--- src/rtl/arp_reply_tx_if.sv ---
// Request/stream bundle between the ARP parser, the reply transmitter and
// the tx DDIO stage. The requester drives the request fields, the
// transmitter drives the byte stream and status pulses.
interface arp_reply_tx_if;
  logic        i_req;
  logic [47:0] i_SHA;
  logic [31:0] i_SPA;
  logic [7:0]  o_data;
  logic        o_tx_en;
  logic        o_busy;
  logic        o_done;
  logic        o_drop;

  modport master (
    output i_req, i_SHA, i_SPA,
    input  o_data, o_tx_en, o_busy, o_done, o_drop
  );

  modport slave (
    input  i_req, i_SHA, i_SPA,
    output o_data, o_tx_en, o_busy, o_done, o_drop
  );
endinterface

--- src/rtl/arp_reply_tx.sv ---
// ARP reply transmitter: turns one accepted request into a complete
// Ethernet frame (preamble, SFD, 60-byte body, FCS) followed by an IFG.
//
// state   | meaning
// --------+--------------------------------------------------------------
// S_IDLE  | waiting for i_req; outputs idle
// S_PRE   | preamble bytes 0x55, last index carries SFD 0xD5
// S_FRAME | 60 body bytes, CRC folded in on every byte
// S_FCS   | four complemented CRC bytes, least significant first
// S_IFG   | tx_en low for IFG_CYCLES; o_done on the last one
//
// cnt_q is the index of the byte currently on o_data within its state.
// The outputs hold the current byte, so the next-state logic always
// prepares the byte for the following cycle.
module arp_reply_tx #(
  parameter logic [47:0] SELF_MAC     = 48'h0023543C471B,
  parameter logic [31:0] SELF_IP      = 32'h0A000021,
  parameter int          PREAMBLE_LEN = 7,
  parameter int          IFG_CYCLES   = 12
) (
  input logic           clk,
  input logic           rst,
  arp_reply_tx_if.slave bus
);

  typedef enum logic [2:0] {S_IDLE, S_PRE, S_FRAME, S_FCS, S_IFG} state_t;

  localparam logic [5:0] SFD_IDX    = 6'(PREAMBLE_LEN);
  localparam logic [5:0] FRAME_LAST = 6'd59;
  localparam logic [5:0] FCS_LAST   = 6'd3;
  localparam logic [5:0] IFG_LAST   = 6'(IFG_CYCLES - 1);
  localparam logic [5:0] HDR_BYTES  = 6'd42;

  state_t        state_q, state_d;
  logic [5:0]    cnt_q, cnt_d;
  logic [31:0]   crc_q, crc_d;
  logic [47:0]   sha_q, sha_d;
  logic [31:0]   spa_q, spa_d;
  logic [7:0]    data_q, data_d;
  logic          tx_en_q, tx_en_d;
  logic          busy_q, busy_d;
  logic          done_q, done_d;
  logic          drop_q, drop_d;

  logic [335:0]  hdr;
  logic [335:0]  hdr_sh;
  logic [5:0]    fb_idx;
  logic [7:0]    frame_byte;
  logic [31:0]   crc_next;
  logic [1:0]    fcs_sel;

  // Reflected IEEE 802.3 CRC, one byte per call, LSB first.
  function automatic logic [31:0] crc32_byte(input logic [31:0] crc,
                                             input logic [7:0]  d);
    logic [31:0] c;
    c = crc ^ {24'h0, d};
    for (int i = 0; i < 8; i++) begin
      c = c[0] ? ((c >> 1) ^ 32'hEDB88320) : (c >> 1);
    end
    return c;
  endfunction

  // Next-state, next-byte and CRC computation.
  always_comb begin
    state_d = state_q;
    cnt_d   = cnt_q;
    crc_d   = crc_q;
    sha_d   = sha_q;
    spa_d   = spa_q;
    data_d  = data_q;
    tx_en_d = tx_en_q;
    busy_d  = busy_q;
    done_d  = 1'b0;
    drop_d  = bus.i_req && (state_q != S_IDLE);

    // Non-zero part of the body; bytes 42..59 are padding.
    hdr = {sha_q, SELF_MAC, 16'h0806, 16'h0001, 16'h0800, 8'h06, 8'h04,
           16'h0002, SELF_MAC, SELF_IP, sha_q, spa_q};
    fb_idx     = (state_q == S_FRAME) ? (cnt_q + 6'd1) : 6'd0;
    hdr_sh     = hdr << {fb_idx, 3'b000};
    frame_byte = (fb_idx < HDR_BYTES) ? hdr_sh[335:328] : 8'h00;
    crc_next   = crc32_byte(crc_q, data_q);
    fcs_sel    = cnt_q[1:0] + 2'd1;

    case (state_q)
      S_IDLE: begin
        if (bus.i_req) begin
          state_d = S_PRE;
          cnt_d   = 6'd0;
          crc_d   = 32'hFFFFFFFF;
          sha_d   = bus.i_SHA;
          spa_d   = bus.i_SPA;
          data_d  = 8'h55;
          tx_en_d = 1'b1;
          busy_d  = 1'b1;
        end
      end
      S_PRE: begin
        if (cnt_q == SFD_IDX) begin
          state_d = S_FRAME;
          cnt_d   = 6'd0;
          data_d  = frame_byte;
        end else begin
          cnt_d  = cnt_q + 6'd1;
          data_d = ((cnt_q + 6'd1) == SFD_IDX) ? 8'hD5 : 8'h55;
        end
      end
      S_FRAME: begin
        crc_d = crc_next;
        if (cnt_q == FRAME_LAST) begin
          // Final CRC is used directly so FCS follows without a bubble.
          state_d = S_FCS;
          cnt_d   = 6'd0;
          data_d  = ~crc_next[7:0];
        end else begin
          cnt_d  = cnt_q + 6'd1;
          data_d = frame_byte;
        end
      end
      S_FCS: begin
        if (cnt_q == FCS_LAST) begin
          state_d = S_IFG;
          cnt_d   = 6'd0;
          data_d  = 8'h00;
          tx_en_d = 1'b0;
        end else begin
          cnt_d  = cnt_q + 6'd1;
          data_d = ~crc_q[{fcs_sel, 3'b000} +: 8];
        end
      end
      S_IFG: begin
        if (cnt_q == IFG_LAST) begin
          state_d = S_IDLE;
          cnt_d   = 6'd0;
          busy_d  = 1'b0;
        end else begin
          cnt_d  = cnt_q + 6'd1;
          done_d = ((cnt_q + 6'd1) == IFG_LAST);
        end
      end
      default: begin
        state_d = S_IDLE;
        cnt_d   = 6'd0;
        data_d  = 8'h00;
        tx_en_d = 1'b0;
        busy_d  = 1'b0;
      end
    endcase
  end

  // State, counters, CRC, latched request and registered outputs.
  always_ff @(posedge clk or posedge rst) begin
    if (rst) begin
      state_q <= S_IDLE;
      cnt_q   <= 6'd0;
      crc_q   <= 32'hFFFFFFFF;
      sha_q   <= 48'h0;
      spa_q   <= 32'h0;
      data_q  <= 8'h00;
      tx_en_q <= 1'b0;
      busy_q  <= 1'b0;
      done_q  <= 1'b0;
      drop_q  <= 1'b0;
    end else begin
      state_q <= state_d;
      cnt_q   <= cnt_d;
      crc_q   <= crc_d;
      sha_q   <= sha_d;
      spa_q   <= spa_d;
      data_q  <= data_d;
      tx_en_q <= tx_en_d;
      busy_q  <= busy_d;
      done_q  <= done_d;
      drop_q  <= drop_d;
    end
  end

  assign bus.o_data  = data_q;
  assign bus.o_tx_en = tx_en_q;
  assign bus.o_busy  = busy_q;
  assign bus.o_done  = done_q;
  assign bus.o_drop  = drop_q;

endmodule

--- src/flat_wrapper.sv ---
// flat-port wrapper written by rule: the top's interface ports become plain ports
module arp_reply_tx_flat 
#(
  parameter logic [47:0] SELF_MAC     = 48'h0023543C471B,
  parameter logic [31:0] SELF_IP      = 32'h0A000021,
  parameter int          PREAMBLE_LEN = 7,
  parameter int          IFG_CYCLES   = 12
)
  (clk, rst, bus_i_req, bus_i_SHA, bus_i_SPA, bus_o_data, bus_o_tx_en, bus_o_busy, bus_o_done, bus_o_drop);
  arp_reply_tx_if bus_i ();
  input logic clk;
  input logic rst;
  input wire logic [$bits(bus_i.i_req)-1:0] bus_i_req;
  input wire logic [$bits(bus_i.i_SHA)-1:0] bus_i_SHA;
  input wire logic [$bits(bus_i.i_SPA)-1:0] bus_i_SPA;
  output wire logic [$bits(bus_i.o_data)-1:0] bus_o_data;
  output wire logic [$bits(bus_i.o_tx_en)-1:0] bus_o_tx_en;
  output wire logic [$bits(bus_i.o_busy)-1:0] bus_o_busy;
  output wire logic [$bits(bus_i.o_done)-1:0] bus_o_done;
  output wire logic [$bits(bus_i.o_drop)-1:0] bus_o_drop;
  assign bus_i.i_req = bus_i_req;
  assign bus_i.i_SHA = bus_i_SHA;
  assign bus_i.i_SPA = bus_i_SPA;
  assign bus_o_data = bus_i.o_data;
  assign bus_o_tx_en = bus_i.o_tx_en;
  assign bus_o_busy = bus_i.o_busy;
  assign bus_o_done = bus_i.o_done;
  assign bus_o_drop = bus_i.o_drop;
  arp_reply_tx #(.SELF_MAC(SELF_MAC), .SELF_IP(SELF_IP), .PREAMBLE_LEN(PREAMBLE_LEN), .IFG_CYCLES(IFG_CYCLES)) u_core (.clk(clk), .rst(rst), .bus(bus_i));
endmodule
--- config.mk ---
export PLATFORM = sky130hd
export DESIGN_NAME = arp_reply_tx_flat
export DESIGN_NICKNAME = d
export VERILOG_FILES = /design/src/rtl/arp_reply_tx_if.sv /design/src/rtl/arp_reply_tx.sv /design/src/flat_wrapper.sv
export SDC_FILE = /design/constraint.sdc
export NUM_CORES = 1
export LEC_CHECK = 0
export CELL_PAD_IN_SITES_DETAIL_PLACEMENT = 1
export CELL_PAD_IN_SITES_GLOBAL_PLACEMENT = 2
export CORE_ASPECT_RATIO = 1.5
export CORE_MARGIN = 2
export CORE_UTILIZATION = 39
export CTS_CLUSTER_DIAMETER = 40
export CTS_CLUSTER_SIZE = 14
export DETAILED_ROUTE_END_ITERATION = 12
export PLACE_DENSITY = 0.95
export SLEW_MARGIN = 30
export SYNTH_ARGS = -nofsm -noshare
export SYNTH_HDL_FRONTEND = slang
export SYNTH_SLANG_ARGS = --single-unit
--- constraint.sdc ---
create_clock -name clk -period 11.15 [get_ports clk]
set_input_delay 2.23 -clock clk [delete_from_list [all_inputs] [get_ports clk]]
set_output_delay 2.23 -clock clk [all_outputs]
set_load 0.01 [all_outputs]
Word level (Yosys, flattened, before mapping):

Index checks and enable logic that the tools add are counted.

* output and inout port bits: 12
* latch bits: 0
* memory bits (writable): 0
* flip-flop bits (word level): 133
* bits in read-only memories: 0
* bits of input ports: 83
* memories kept: 0
* word-level logic and storage cells: 93

* divide/modulo/power cells: 0
* reductions and logical operators: 12
* magnitude comparators: 1
* multipliers: 0
* muxes and demuxes: 37
* shift-type cells: 2
* bitwise gates (word level): 14
* add/subtract/negate cells: 2
* equality and inequality tests: 15

Operator list (number)
* $shl 336x9->336: 1
* $mux 32: 9
* $not 13->14: 8
* $pmux 32 s2: 1
* $mux 8: 6
* $pmux 8 s5: 1
* $mux 6: 6
* $shiftx 32x6->8: 1
* $xor 32x8->32: 1
* $pmux 6 s5: 1
* $not 8->8: 2
* $mux 3: 5
* $pmux 3 s5: 1
* $eq 6x3->1 const B: 2
* $eq 6x4->1 const B: 2
* $add 6x1->6 const B: 1
* $eq 3x2->1 const B: 2
* $eq 6x2->1 const B: 1
* $eq 6x6->1 const B: 1
* $lt 6x6->1 const B: 1
* $ne 2x1->1 const B: 3
* $pmux 1 s3: 2
* $reduce_and 2->1: 3
* $reduce_and 3->1: 2
* 12 further kinds: 20

Depth between registers and ports, before layout:

Gate-level depths: netlist (run 1).

* word-level depth: 20
* depth in mapped cells: 14

Worst setup path after synthesis (run 1):

Ideal clock, no wire load.

* path type: input to register
* from: input bus_i_req
* to: register u_core.spa_q[17]
* arrival time: 3.625 ns
* stages on the path: 5
* setup time: 0.125 ns
* buffers on the path: 2
* slack: 7.401 ns
* data required time: 11.025 ns
* cell sequence: nor2b_1 nor3b_1 clkbuf_1 clkbuf_1 mux2_2

* word-level cells in the longest chain between the ends: 1

Ends and longest elaborated chain
* start, declared: line flat_wrapper.sv:13 `input wire logic [$bits(bus_i.i_req)-1:0] bus_i_req;`
* $reduce_and 2->1 (no source line)
* end signal, assigned: line arp_reply_tx.sv:169 `spa_q <= spa_d;`
* end, declared: line arp_reply_tx.sv:38 `logic [31:0] spa_q, spa_d;`

Every way passes these cells.
A chain may end at the register's enable or synchronous reset.

Worst setup path in the final report (run 1):

* from: register u_core.cnt_q[0]
* to: register u_core.data_q[2], in the netlist u_core.bus.o_data[2]

* word-level cells in the longest chain between the ends: 6
* elaborated cells between the ends (all ways): 15
* those cells by class: 2 x add/sub; 1 x order compare; 3 x eq/ne; 2 x shift; 6 x mux; 1 x bitwise

Ends and longest elaborated chain
* start, declared: line arp_reply_tx.sv:35 `logic [5:0] cnt_q, cnt_d;`
* start signal, assigned: line arp_reply_tx.sv:166 `cnt_q <= cnt_d;`
* $add 6x1->6: line arp_reply_tx.sv:79 `fb_idx = (state_q == S_FRAME) ? (cnt_q + 6'd1) : 6'd0;`
* $mux 6: line arp_reply_tx.sv:79
* $shl 336x9->336 or $lt 6x6->1 (tied branches): line arp_reply_tx.sv:80, arp_reply_tx.sv:81
* $mux 8: line arp_reply_tx.sv:81 `frame_byte = (fb_idx < HDR_BYTES) ? hdr_sh[335:328] : 8'h00;`
* $mux 8, on equally long branches: line arp_reply_tx.sv:110, arp_reply_tx.sv:99
* $pmux 8 s5 (*): line arp_reply_tx.sv:85 `case (state_q)`
* end signal, assigned: line arp_reply_tx.sv:170 `data_q <= data_d;`
* end, declared: line arp_reply_tx.sv:39 `logic [7:0] data_q, data_d;`

Every way passes the cells marked *; elsewhere a longest branch is shown, timed or not.

==> results of run 1 <==
-- flip-flops by register name (all words and copies together), names as in the netlist --
name / flops
u_core.sha_q: 48
u_core.crc_q: 32
u_core.spa_q: 32
u_core.bus.o_data: 8
u_core.cnt_q: 6
u_core.state_q: 3
u_core.bus.o_busy: 1
u_core.bus.o_done: 1
u_core.bus.o_drop: 1
u_core.bus.o_tx_en: 1
-- stage by stage --
stage / worst slack (ps) / utilization (%)
6_report: 6870 / 49.1
5_1_grt: 6570 / 49.1
4_1_cts: 6860 / 49.0
3_5_place_dp: 6590 / 45.9
3_3_place_gp: 6640 / 45.9
2_1_floorplan: 5420 / -
-- cell families after synthesis --
family / share of synthesized area [%]
AOI/OAI and AO/OA: 15.9
xor gates and xnor gates: 9.89
adders and majority gates: 0.325
buffers and inverters: 3.46
DFF: 43.8
muxes: 15.5
and+or+nand+nor: 11.1
-- where the power goes --
| group | switching, mW | total [mW] | leakage [nW] | internal, mW |
|---|---|---|---|---|
| Combinational | 1.11 | 1.98 | 1.72 | 0.865 |
| Sequential | 0.191 | 0.933 | 1.55 | 0.742 |
| Clock | 0.228 | 0.571 | 0.294 | 0.344 |
| Total | 1.53 | 3.48 | 3.55 | 1.95 |
-- layout by cell type (no fill, tap or decap), types with 4 or more instances in the layout --
cell,synthesis,layout
a211oi_1,10,10
a21oi_1,55,55
a22oi_1,11,11
a31oi_1,11,11
buf_4,2,10
clkbuf_16,0,17
clkdlybuf4s50_1,0,94
clkinv_4,0,5
dfrtp_1,101,100
dfstp_2,32,32
inv_1,9,8
inv_6,0,4
mux2_2,84,84
mux2i_1,7,7
mux4_2,8,8
nand2_1,38,38
nand2b_1,8,8
nand3_1,10,10
nor2_1,65,65
nor2b_1,12,12
nor3_1,10,9
nor4_1,5,4
o211ai_1,7,7
o21ai_0,41,41
o22ai_1,5,5
o31ai_1,5,5
xnor2_1,44,44
xnor2_2,8,8
xor2_1,23,23
-- final timing paths --
| check | start | end |
|---|---|---|
| worst max-delay path | u_core.cnt_q[0] | u_core.bus.o_data[2] |
| min in group asynchronous | rst | u_core.sha_q[1] |
| worst max register to register | u_core.cnt_q[0] | u_core.bus.o_data[2] |
| max in group asynchronous | rst | u_core.cnt_q[0] |
| worst min-delay path | u_core.sha_q[35] | u_core.sha_q[35] |
| worst min register to register | u_core.sha_q[35] | u_core.sha_q[35] |
-- per-layer routing --
| layer | part of all wire, % | wire length, um | global-route usage [%] | vias up |
|---|---|---|---|---|
| li1 | - | - | - | 2788 |
| met1 | 39 | 8750 | 24.5 | 3041 |
| met2 | 54 | 12100 | 40.7 | 122 |
| met3 | 2.3 | 516 | 3.20 | 46 |
| met4 | 3.8 | 853 | 10.5 | 0 |
| met5 | 0 | 0 | 0 | - |
-- final cells by class --
cell class	instances	share of cell area [%]
well taps	256	3.39
repair buffers	105	10.9
clock buffers	19	4.80
multi-input cells	539	43.3
inverters	9	0.411
clock inverters	13	1.56
flip-flops and latches	133	35.7
-- critical path, cell delays in order, from the launching register on --
cell	delay, ps
dfrtp_2	340
buf_4	550
inv_1	500
ha_2	540
buf_4	610
nand2_1	250
nor4_4	480
a22oi_1	200
o21ai_0	180
a2111oi_1	180
a311oi_1	270
==> results by group, run 1 <==
Timing
  • Part of the cycle the worst path needs: 38.4%
  • Final slew viol count: 0
  • Fmax: 234 MHz
  • Min Hold Slack: 501 ps
  • Setup violations, final: 0
  • Min Tclk post-route: 4280 ps
  • RSZ-0062 raised after global routing: false
  • Max Clock Skew: approximately 11 ps
  • Final setup TNS: 0 ps
  • Worst slew margin: between 30% and 40%
  • Final-report hold violation count: 0
  • Slew @ Worst Pin: roughly 900 ps

Clock network
  • Hold_buf cts: 0
  • Post_cts resized: 0
  • TritonCTS Buffers: 17
  • Root Buffer: clkbuf_16
  • Clk_lat worst skew: 430 ps
  • Clock Path Buffers: 2
  • # H-tree levels: 4
  • Clock tree from TritonCTS: done
  • Clk sink count: between 100 and 150
  • Total setup buffers inserted after CTS: 0
  • CTS clk-pin slew, worst paths: 60 ps

Power
  • P_leak: approximately 3.6 nW
  • Total power: 3.48 mW
  • PD cells: around 370 nW/um^2
  • Worst vdd ir: between 0.15 and 0.2 mV

Floorplan
  • Core Box Area: 19200 sq um
  • Initial core utilization: around 40%
  • Total die area: 20900 sq um
  • I/O pin cnt: 95
  • Die height: about 180 um
  • Die X: 119 um
  • # rows: between 60 and 70

Synth
  • EDFF count, synth: 0
  • Synth cell count leaders: dfrtp_1 (101), mux2_2 (84), nor2_1 (65)
  • Synth Instances: 730
  • Top_reg_cell synth: dfrtp_1
  • Number of synthesized register bits: 133
  • Total number of yosys warnings: 0
  • Post-synth net total: 815
  • Synthesized area: 7690 sq um
  • Sequential area share after synthesis: a little over two fifths
  • Yosys top cell area share: 32.9%
  • Synth unique cells: slightly below 80
  • Largest area contributor in the netlist: dfrtp_1
  • Synth area leaders: dfrtp_1 (33%), mux2_2 (12%), dfstp_2 (11%), xnor2_1 (5.0%), a21oi_1 (3.6%)
  • Most frequent cell after synthesis: dfrtp_1
  • Ys async rst share: between 90% and 100%
  • Mapped Avg Cell Area: between 10 and 15 sq um

Finish
  • Post-Layout Cell Count: around 1100
  • FILL cells: 2147
  • Area Overhead vs Synth: 22.7%
  • Register area: 3370 sq um
  • Final net count: about 900
  • Design area: between 9000 and 10000 sq um
  • Diode count: 0
  • Footprint of the multi-input gates: 4080 sq um
  • Layout cell share with drive strength beyond 1: 24.0%

Setup path
  • Worst Path Arrival: roughly 4600 ps
  • WP data required: around 11000 ps
  • Worst-path maximum fanout: 64
  • WS Path Type: flop to flop
  • Reg2Reg Depth: 10
  • Reg2reg setup slack: around 7000 ps
  • Critical Path Source Type: flop
  • CP endpoint kind: flop

Detailed routing
  • First-pass iteration count of the detailed router: 4
  • Drc violations: 0
  • DR WL/cell: 20.7 um
  • Antenna Nets Post-Route: 0
  • Overall routed net length: between 20 and 25 mm
  • Via count: 5997
  • Initial DRC Count: 381
  • Via density: 5.58

Global route
  • Vias in the first global route: between 6000 and 7000
  • Grt ovf: 0
  • Initial antenna violation count: 0
  • Global-route wire length before repair: 35.9 mm
  • GRT Util Overall: 22.0%
  • Largest net degree at the start of global routing: 85

Flow run
  • Maxcap violations: 0

Min path
  • Hold Path Cell Cnt: 1
  • Hold WC Path Type: flop to flop

Placed design
  • Number of port buffers: 94
  • DP Cell Count: between 1000 and 1500
  • RePlAce Congestion: 0.818
  • Area after DPL: 8830 sq um
  • Final HPWL DP: 15.5 mm

Status
  • Outcome: finished, final reports clean
Power figures use the tool's default switching activity.
==> inputs of run 2 (changes only) <==
--- a/config.mk
+++ b/config.mk
@@ -9,11 +9,11 @@
 export CELL_PAD_IN_SITES_GLOBAL_PLACEMENT = 2
 export CORE_ASPECT_RATIO = 1.5
 export CORE_MARGIN = 2
-export CORE_UTILIZATION = 39
+export CORE_UTILIZATION = 33
 export CTS_CLUSTER_DIAMETER = 40
 export CTS_CLUSTER_SIZE = 14
 export DETAILED_ROUTE_END_ITERATION = 12
-export PLACE_DENSITY = 0.95
+export PLACE_DENSITY = 0.88
 export SLEW_MARGIN = 30
 export SYNTH_ARGS = -nofsm -noshare
 export SYNTH_HDL_FRONTEND = slang
==> constraint.sdc (replaced) <==
create_clock -name clk -period 3.45 [get_ports clk]
set_input_delay 0.69 -clock clk [delete_from_list [all_inputs] [get_ports clk]]
set_output_delay 0.69 -clock clk [all_outputs]
set_load 0.01 [all_outputs]
==> results by group, run 2 (synthesis results as in run 1) <==
Status
  • Outcome: finished, final reports clean

Setup path
  • Crit-path cells: ha_1 -> buf_4 -> nor3b_2 -> a21o_1 -> a21boi_0 -> and3b_1 -> o21ai_0 -> a22o_1
  • WP data required: 3760 ps (-7720 ps)
  • CP Buf/Inv Count: 1 (-2)
  • Top delay family on crit path: compound AO/OA/AOI/OAI gates
  • Critical Path Source Type: flop
  • CP endpoint kind: flop
  • Worst-path maximum fanout: 12 (-81%)
  • WS Path Type: flop to flop
  • Delay of the slowest cell on the worst path: 490 ps (-120 ps)
  • Worst Path Arrival: 3310 ps (-1300 ps)
  • Worst path slowest cell: dfrtp_1

Placed design
  • DP Worst Slack: 558 ps (-6030 ps)
  • RePlAce Congestion: 0.906 (+11%)
  • Area after DPL: 9070 sq um (+2.7%)
  • Number of port buffers: 94 (unchanged)
  • Final HPWL DP: 17.1 mm (+10%)

Detailed routing
  • Antenna Nets Post-Route: 0 (unchanged)
  • Initial DRC Count: 301 (-21%)
  • First-pass iteration count of the detailed router: 4 (unchanged)
  • Via density: 5.46 (-2.3%)
  • Overall routed net length: 23.1 mm (+4.0%)
  • Drc violations: 0 (unchanged)
  • Via count: 6118 (+2.0%)
  • DR WL/cell: 20.6 um (-0.32%)

Finish
  • Reg with most FFs: u_core.sha_q
  • Area Overhead vs Synth: 25.0%
  • Diode count: 0 (unchanged)
  • Most frequent cells in the layout: dfrtp_1 (100), clkdlybuf4s50_1 (94), mux2_2 (84)
  • Final net count: 913 (+2.6%)
  • Biggest registers after layout: u_core.sha_q: 48 flops, u_core.crc_q: 32 flops, u_core.spa_q: 32 flops
  • Design area: 9610 sq um (+1.8%)
  • Layout cell share with drive strength beyond 1: 25.6% (+1.6 points)
  • Final core utilization: 41.9% (-7.2 points)
  • Leading cell type in the layout, fill and taps excluded: dfrtp_1
  • Max reg flops: 48 (unchanged)

Clock network
  • Root Buffer: clkbuf_16
  • # H-tree levels: 4 (unchanged)
  • Clk_lat worst skew: 430 ps (about the same)
  • Hold_buf cts: 0 (unchanged)
  • Clock Path Buffers: 2 (unchanged)
  • TritonCTS Buffers: 17 (unchanged)
  • Clk sink count: 133 (unchanged)
  • Total setup buffers inserted after CTS: 0 (unchanged)
  • CTS clk-pin slew, worst paths: 60 ps (about the same)
  • Clock tree from TritonCTS: done
  • Post_cts resized: 0 (unchanged)

Global route
  • Grt ovf: 0 (unchanged)
  • Global-route wire length before repair: 37.0 mm (+3.1%)
  • GRT Util Overall: 19.6% (-2.3 points)
  • Largest net degree at the start of global routing: 134 (+58%)
  • Initial antenna violation count: 0 (unchanged)
  • Vias in the first global route: 6674 (+0.77%)

Power
  • Worst vdd ir: 0.564 mV (+260%)
  • P_leak: 3.66 nW (+2.8%)
  • PD cells: 1180 nW/um^2 (+220%)

Min path
  • Hold WC Path Type: flop to flop

Floorplan
  • Total die area: 24600 sq um (+18%)
  • # rows: 68 (+9.7%)
  • I/O pin cnt: 95 (unchanged)
  • Die height: 191 um (+8.5%)
  • Core Box Area: 23000 sq um (+19%)
  • Die X: 129 um (+8.4%)
  • Initial core utilization: 33.5% (-6.5 points)

Timing
  • Final setup TNS: 0 ps (unchanged)
  • Slew @ Worst Pin: 878 ps (-34.1 ps)
  • Max Clock Skew: 11.0 ps (-0.00980 ps)
  • RSZ-0062 raised after global routing: false
  • Worst slew margin: 41.0% (+2.3 points)
  • Final slew viol count: 0 (unchanged)
  • Setup violations, final: 0 (unchanged)
  • Final-report hold violation count: 0 (unchanged)
  • Worst setup margin: 448 ps (-6420 ps)
  • Min Hold Slack: 503 ps (+2.50 ps)
  • Fmax: 333 MHz (+43%)
  • Min Tclk post-route: 3000 ps (-1280 ps)
  • Part of the cycle the worst path needs: 87.0% (+49 points)

Flow run
  • Maxcap violations: 0 (unchanged)
-- run 2: cell count changes in the layout (fill, tap and decap cells not counted), sizes merged --
cell      change
inv           -4
clkinv        +1
clkbuf        +3
buf          +23
bufinv        -1
clkinvlp      +1
-- run 2: path summary, 6_finish.rpt --
| kind | from | endpoint | slack [ps] | cells past startpoint |
|---|---|---|---|---|
| worst min-delay path | u_core.sha_q[14] | u_core.sha_q[14] | 500 | 1 |
| worst max-delay path | u_core.cnt_q[1] | u_core.state_q[1] | 450 | 8 |
| min in group asynchronous | rst | u_core.spa_q[21] | 780 | 3 |
| worst max register to register | u_core.cnt_q[1] | u_core.state_q[1] | 450 | 8 |
| max in group asynchronous | rst | u_core.cnt_q[5] | 2030 | 3 |
| worst min register to register | u_core.sha_q[14] | u_core.sha_q[14] | 500 | 1 |
-- run 2: stage by stage --
stage | instances | power [mW]
2_1_floorplan | 730 | 7.68
3_3_place_gp | 1089 | 9.44
3_5_place_dp | 1089 | 9.64
4_1_cts | 1121 | 11.4
5_1_grt | 1121 | 12.1
6_report | 1121 | 11.3
-- run 2: where the power goes --
group	total [mW]	internal [mW]	leakage (nW)	switching, mW
registers	3.01	2.40	1.55	0.613
logic	6.62	2.95	1.84	3.67
clock network	1.69	1.02	0.273	0.674
total	11.3	6.37	3.66	4.95
-- run 2: area by class of cell --
| type | instances | area (sq um) |
|---|---|---|
| clock buffer | 22 | 464 |
| clock inverter | 10 | 81.3 |
| fill | 2503 | 13400 |
| inverter | 9 | 37.5 |
| multi-input combinational | 539 | 4080 |
| sequential | 133 | 3370 |
| tap | 280 | 350 |
| timing repair buffer | 128 | 1230 |
-- run 2: metal layers --
| layer | routed length [um] | GRT usage [%] |
|---|---|---|
| met5 | 0 | 0 |
| met4 | 953 | 10.2 |
| met3 | 643 | 3.33 |
| met2 | 12500 | 35.2 |
| met1 | 9050 | 22.1 |
